===== src/rtl/reg_write_arbiter.sv =====
// Round-robin arbiter for the register bank's single write port, with bounded lock bursts.
// All outputs are registered; a grant issued on edge n is visible until edge n+1.
module reg_write_arbiter #(
  parameter int unsigned DATA_W   = 8,
  parameter int unsigned ADDR_W   = 3,
  parameter int unsigned MAX_LOCK = 4
) (
  input  logic                clk,
  input  logic                reset,
  input  logic [3:0]          req,
  input  logic [3:0]          lock,
  input  logic [3:0]          req_clr,
  input  logic [4*ADDR_W-1:0] req_addr,
  input  logic [4*DATA_W-1:0] req_data,
  output logic [3:0]          gnt,
  output logic                wr_en,
  output logic                wr_clr,
  output logic [ADDR_W-1:0]   wr_addr,
  output logic [DATA_W-1:0]   wr_data
);

  typedef enum logic [1:0] {StIdle, StGrant, StLocked} state_e;

  state_e      state_q, state_d;
  logic [1:0]  ptr_q, ptr_d;
  logic [1:0]  owner_q, owner_d;
  logic [3:0]  lock_cnt_q, lock_cnt_d;

  logic [1:0]  rr_win, win;
  logic        rr_found, keep, issue;

  logic [3:0]        gnt_d;
  logic              wr_en_d, wr_clr_d;
  logic [ADDR_W-1:0] wr_addr_d;
  logic [DATA_W-1:0] wr_data_d;

  // Owner keeps the port only while still requesting, still locked and under the burst limit.
  assign keep = (state_q == StLocked) && req[owner_q] && lock[owner_q] &&
                (lock_cnt_q < 4'(MAX_LOCK));

  always_ff @(posedge clk) begin
    if (!reset) begin
      state_q    <= StIdle;
      ptr_q      <= '0;
      owner_q    <= '0;
      lock_cnt_q <= '0;
      gnt        <= '0;
      wr_en      <= 1'b0;
      wr_clr     <= 1'b0;
      wr_addr    <= '0;
      wr_data    <= '0;
    end else begin
      state_q    <= state_d;
      ptr_q      <= ptr_d;
      owner_q    <= owner_d;
      lock_cnt_q <= lock_cnt_d;
      gnt        <= gnt_d;
      wr_en      <= wr_en_d;
      wr_clr     <= wr_clr_d;
      wr_addr    <= wr_addr_d;
      wr_data    <= wr_data_d;
    end
  end

  always_comb begin
    state_d    = StIdle;
    ptr_d      = ptr_q;
    owner_d    = owner_q;
    lock_cnt_d = lock_cnt_q;
    win        = '0;
    issue      = 1'b0;
    rr_win     = '0;
    rr_found   = 1'b0;
    // Scan from lowest to highest priority so the last hit is the first in search order.
    for (int k = 0; k < 4; k++) begin
      if (req[ptr_q + 2'(3 - k)]) begin
        rr_win   = ptr_q + 2'(3 - k);
        rr_found = 1'b1;
      end
    end
    if (keep) begin
      issue      = 1'b1;
      win        = owner_q;
      lock_cnt_d = lock_cnt_q + 4'd1;
      state_d    = StLocked;
    end else if (rr_found) begin
      issue      = 1'b1;
      win        = rr_win;
      ptr_d      = rr_win + 2'd1;
      owner_d    = rr_win;
      lock_cnt_d = 4'd1;
      state_d    = lock[rr_win] ? StLocked : StGrant;
    end else begin
      lock_cnt_d = '0;
    end
  end

  always_comb begin
    gnt_d     = '0;
    wr_en_d   = 1'b0;
    wr_clr_d  = 1'b0;
    wr_addr_d = '0;
    wr_data_d = '0;
    if (issue) begin
      gnt_d[win] = 1'b1;
      wr_en_d    = 1'b1;
      wr_clr_d   = req_clr[win];
      wr_addr_d  = req_addr[32'(win)*ADDR_W +: ADDR_W];
      wr_data_d  = req_clr[win] ? '0 : req_data[32'(win)*DATA_W +: DATA_W];
    end
  end

endmodule


===== config.mk =====
export PLATFORM = sky130hd
export DESIGN_NAME = reg_write_arbiter
export DESIGN_NICKNAME = d
export VERILOG_FILES = /design/src/rtl/reg_write_arbiter.sv
export SDC_FILE = /design/constraint.sdc
export NUM_CORES = 1
export LEC_CHECK = 0
export BUFFER_PORTS_ARGS = -buffer_cell sky130_fd_sc_hd__buf_2
export CORE_MARGIN = 5
export CORE_UTILIZATION = 30
export CTS_CLUSTER_SIZE = 12
export DETAILED_ROUTE_END_ITERATION = 16
export MAX_ROUTING_LAYER = met4
export PLACE_DENSITY_LB_ADDON = 0.2
export SLEW_MARGIN = 20
export SYNTH_ARGS = -nofsm -noshare
export SYNTH_HDL_FRONTEND = slang
export SYNTH_SLANG_ARGS = --single-unit

===== constraint.sdc =====
create_clock -name clk -period 3.2 [get_ports clk]
set_clock_uncertainty 0.15 [all_clocks]
set_input_delay 0.64 -clock clk [delete_from_list [all_inputs] [get_ports clk]]
set_output_delay 0.64 -clock clk [all_outputs]
set_load 0.02 [all_outputs]

* Word-level counts from Yosys, hierarchy flattened
Cells that the tools add are included.
** Storage, ports and cells
- Register bits after elaboration :: 27
- Bits in latches :: 0
- RAM bits :: 0
- Bits in read-only memories :: 0
- Input bits :: 58
- Output and inout port bits :: 17
- Logic and storage cells :: 76
- Memories kept :: 0
** Cells by class
- $add $sub $neg :: 5
- $mul :: 1
- Div/mod/pow operators :: 0
- $lt $le $gt $ge :: 9
- Equal/unequal tests :: 1
- Shift operators :: 2
- Muxes and demuxes :: 36
- Bitwise gates (word level) :: 4
- Reductions and logical operators :: 8
** Operator list (count)
- variable part select 32 x 6 -> 8 bit :: 1
- less-than comparator 2 x 3 -> 1 bit (second input constant) :: 7
- 2-to-1 mux 2 bit :: 9
- 2-to-1 mux 1 bit :: 17
- binary-select mux 1 bit (select 2 bit) :: 8
- variable part select 12 x 5 -> 3 bit :: 1
- OR reduction 3 bit :: 2
- adder 2 x 1 -> 2 bit (second input constant) :: 2
- adder 2 bit (second input constant) :: 2
- adder 4 x 1 -> 4 bit (second input constant) :: 1
- logical AND 1 bit :: 4
- less-than comparator 4 x 3 -> 1 bit (second input constant) :: 1
- multiplier 2 x 2 -> 4 bit (second input constant) :: 1
- 2-to-1 mux 4 bit :: 1
- inverter 1 bit :: 4
- AND reduction 2 bit :: 2
- demux 1 bit (select 2 bit) :: 1
- equality test 2 bit (second input constant) :: 1
- >= comparator 2 x 1 -> 1 bit (second input constant) :: 1

* Depth between registers and ports, before layout
- Depth after elaboration :: 13
- Depth in mapped cells :: 8

* Worst setup path after synthesis
OpenSTA, ideal clock, no wires.
- Path type :: flip-flop to flip-flop
- Start point :: reg state_q[0]
- End point :: reg wr_addr[0]
- Arrival :: 2163 ps
- Setup slack :: 773 ps
- Stages on the path, launching flop included :: 8
- Path buffers :: 0
- Period minus slack after synthesis :: 2427 ps
- Cell sequence :: dfxtp_1 or4b_4 a221oi_4 o21a_4 nor2_2 a21o_1 mux4_2 and2_1
** On the way
- Word-level cells in the longest chain between the ends :: 7
** RTL lines
- start: declaration :: RTL line 24 : state_e state_q, state_d;
- start signal: assignment :: RTL line 43 : state_q <= StIdle;
- start signal: assignment :: RTL line 53 : state_q <= state_d;
- equality test 2 bit * :: RTL line 38 : assign keep = (state_q == StLocked) && req[owner_q] && lock[owner_q] &&
- logical AND 1 bit * (3 in series) :: RTL line 38
- 2-to-1 mux 2 bit :: RTL line 81 : if (keep) begin
- multiplier 2 x 2 -> 4 bit :: RTL line 108 : wr_addr_d = req_addr[32'(win)*ADDR_W +: ADDR_W];
- variable part select 12 x 5 -> 3 bit :: RTL line 108
- end signal: assignment :: RTL line 60 : wr_addr <= wr_addr_d;
- end: declaration :: RTL line 18 : output logic [ADDR_W-1:0] wr_addr,
Every way passes the cells marked *; elsewhere a longest branch is shown, timed or not.
A chain may end at the register's enable or synchronous reset.

* Worst setup path in the final report
- Start point :: reg state_q[0]
- End point :: reg wr_data[5]
** On the way
- Word-level cells in the longest chain between the ends :: 8
** RTL lines
- equality test 2 bit * :: RTL line 38
- logical AND 1 bit * (3 in series) :: RTL line 38
- parallel branches: the longest is 4 deep, another holds variable part select 32 x 6 -> 8 bit
- end signal: assignment :: RTL line 61 : wr_data <= wr_data_d;
- end: declaration :: RTL line 19 : output logic [DATA_W-1:0] wr_data
Mark *: on every way between the ends. The select of a mux whose other input is x is not followed.

==> run_results.csv <==
group,metric,value,unit
drt,drtIter0Drc,61,
worst_setup_path,start_kind,"flop",
floorplan,design.die.area,0.00615,sq mm
timing,fin_setup_tns,0,ps
worst_setup_path,rrSetupSlack,530,ps
placed_design,dpl.hpwl,3090,microns
worst_setup_path,cp_cell_sequence,"or4b_4 > a221oi_4 > nand3_1 > o21ai_4 > buf_4 > mux2_2 > nand2_1 > a221oi_1",
timing,slew_viol_final,0,
synthesis,synth_area,0.00141,sq mm
pwr,power.density,546,mW/mm^2
clock_tree,cts_buffers,3,
floorplan,coreArea,0.00444,sq mm
worst_setup_path,cp_max_fo,20,
worst_setup_path,required,3190,ps
finish,multiInputGateArea,816,sq um
floorplan,row_count,24,
drt,ant_nets,0,
global_route,grt_start_max_net_pins,21,
clock_tree,hold_buffers,0,
clock_tree,cts_tree,"done",
synthesis,synth_area_leader_cell,"dfxtp_1",
floorplan,pin_count,75,
synthesis,synth_edf_count,0,
synthesis,synth_top_area_share,0.385,
synthesis,synth_area_leaders,"dfxtp_1, mux2_2, mux2i_1, a221oi_1, mux4_2",
synthesis,synth-seq-cells,27,
pwr,p_leak,0.897,nW
global_route,grt_pass1_wl,5860,microns
placed_design,port_buffers,74,
clock_tree,htree_levels,1,
global_route,grt_pass1_vias,1225,
global_route,antenna_found_initial,0,
synthesis,synth.distinct_cells,38,
global_route,grt_overflow,0,
clock_tree,clk_pin_slew,90,ps
timing,worst_slew_pin_slew,525,ps
synthesis,synth-seq-area-share,0.385,
clock_tree,clk_latency,270,ps
worst_setup_path,slowest_delay,540,ps
worst_setup_path,worstSetupEndpointType,"flop",
finish,area_delta_synth_final,34.8,%
synthesis,syn_nets,191,
synthesis,synth_commonest_cells,"dfxtp_1, nand2_1, mux2i_1",
timing,finalCritPeriodShare,0.833,
drt,finalWirelength,3830,microns
global_route,grt_util_all_layers,0.122,
timing,hold_viol_final,0,
clock_tree,root_buffer,"clkbuf_8",
clock_tree,cts_setup_buffers,0,
synthesis,synth_most_common_cell,"dfxtp_1",
synthesis,synth_cells,132,
flow_run,drv_cap,0,
finish,register_area,541,sq um
clock_tree,clock_sinks,27,
drt,via_per_inst,4.92,
floorplan,initial_core_util,0.316,
finish,drive_above_1_share,0.512,
clock_tree,cts_buffer_depth,2,
worst_setup_path,critPathKind,"reg2reg",
timing,fmax,0.375,GHz
outcome,status,"completed",
timing,rsz0062_at_grt,"no",
drt,firstDrtPassIters,6,
finish,fillers,445,
worst_setup_path,crit_path_top_delay_cell,"or4b_4",
synthesis,synth.avg_cell_area,10.6,sq um
worst_setup_path,worstPathArrival,2660,ps
floorplan,die_y,78.4,microns
finish,antenna_cells,0,
worst_hold_path,min_path_type,"reg2reg",
synthesis,yosysWarnings,0,
timing,setup_violations,0,
drt,wl_per_cell,14.6,microns
timing,finalCriticalPeriod,2670,ps
timing,slew_headroom,0.647,
drt,drc,0,
synthesis,synth-main-ff-cell,"dfxtp_1",
pwr,ir_worst_vdd,0.000165,V
placed_design,gp_congestion,0.792,
synthesis,synthArstFlopShare,0,
clock_tree,cts_resized,0,
finish,nNetsFinal,271,
timing,fin_hold_ws,299,ps
drt,num_vias,1293,
floorplan,die_w,78.4,microns
-- placed cells by master (no fill, tap or decap), types with 2 or more instances in the layout --
cell type   n
nand2b_1    3
and2_1      4
mux4_2      3
a221oi_1    8
o211a_1     2
clkbuf_8    3
nand2_1    15
nor3_1      2
o22ai_1     2
nor2_1      2
mux2_2      9
xnor2_1     2
a221oi_4    2
a221oi_2    2
a21oi_1     5
and3_1      2
mux2i_1    10
buf_2      74
and3_2      2
buf_4       5
inv_1       5
o21ai_0     4
dfxtp_1    27
o21a_1      2
-- cells by family after synthesis --
kind of cell	count (synthesis)	synth area share
AOI/OAI and AO/OA	33	0.224
xor gates and xnor gates	2	0.0125
adders and majority gates	1	0.00890
buffers and inverters	9	0.0347
DFF	27	0.385
muxes	22	0.191
other	1	0.00267
and+or+nand+nor	37	0.142
-- through the flow --
stage / setup slack (ps) / util / total power [mW] / area [sq um] / instances
floorplan: 773 / - / 0.726 / 1410 / 132
global placement: 337 / 0.416 / 0.857 / 1850 / 259
detailed placement: 390 / 0.416 / 0.856 / 1850 / 259
CTS: 511 / 0.426 / 1.05 / 1890 / 263
global route: 280 / 0.426 / 1.10 / 1890 / 263
finish: 534 / 0.426 / 1.04 / 1890 / 263
-- metal layers --
metal | global-route usage | share of wire | up-vias
met3 | 0.0195 | 0.048 | 2
met1 | 0.147 | 0.43 | 600
met2 | 0.207 | 0.51 | 39
met4 | 0.0420 | 0.0094 | 0
met5 | - | 0 | -
li1 | - | - | 652
-- power breakdown --
part,switching [mW],internal [mW]
registers,0.0212,0.387
clock network,0.106,0.0872
logic,0.233,0.200
-- worst max-delay path, delay by kind of cell, from the launching register on --
| kind | cells | cell delay [ps] |
|---|---|---|
| buffers and inverters | 1 | 350 |
| AOI/OAI and AO/OA | 3 | 530 |
| and+or+nand+nor | 3 | 810 |
| DFF | 1 | 310 |
| muxes | 1 | 380 |
-- sequential cells by signal (all words and copies together) (netlist names) --
name,flops
wr_data,8
gnt,4
lock_cnt_q,4
wr_addr,3
owner_q,2
ptr_q,2
state_q,2
wr_clr,1
wr_en,1
-- final cells by class --
class                           count  share of cell area
Multi-Input combinational cell     96               0.431
Sequential cell                    27               0.285
Timing Repair Buffer               79               0.215
Tap cell                           52              0.0343
Clock buffer                        3              0.0218
Inverter                            5             0.00991
Clock inverter                      1             0.00264
-- path summary, 6_finish.rpt --
| check | startpoint | endpoint | depth (start not counted) |
|---|---|---|---|
| max | state_q[0]$_SDFF_PP0_ | wr_data[5]$_SDFF_PP0_ | 8 |
| min | lock_cnt_q[0]$_SDFF_PN0_ | lock_cnt_q[0]$_SDFF_PN0_ | 1 |
| max reg2reg | state_q[0]$_SDFF_PP0_ | wr_data[5]$_SDFF_PP0_ | 8 |
| min reg2reg | lock_cnt_q[0]$_SDFF_PN0_ | lock_cnt_q[0]$_SDFF_PN0_ | 1 |
(Power assumes the default switching activity.)
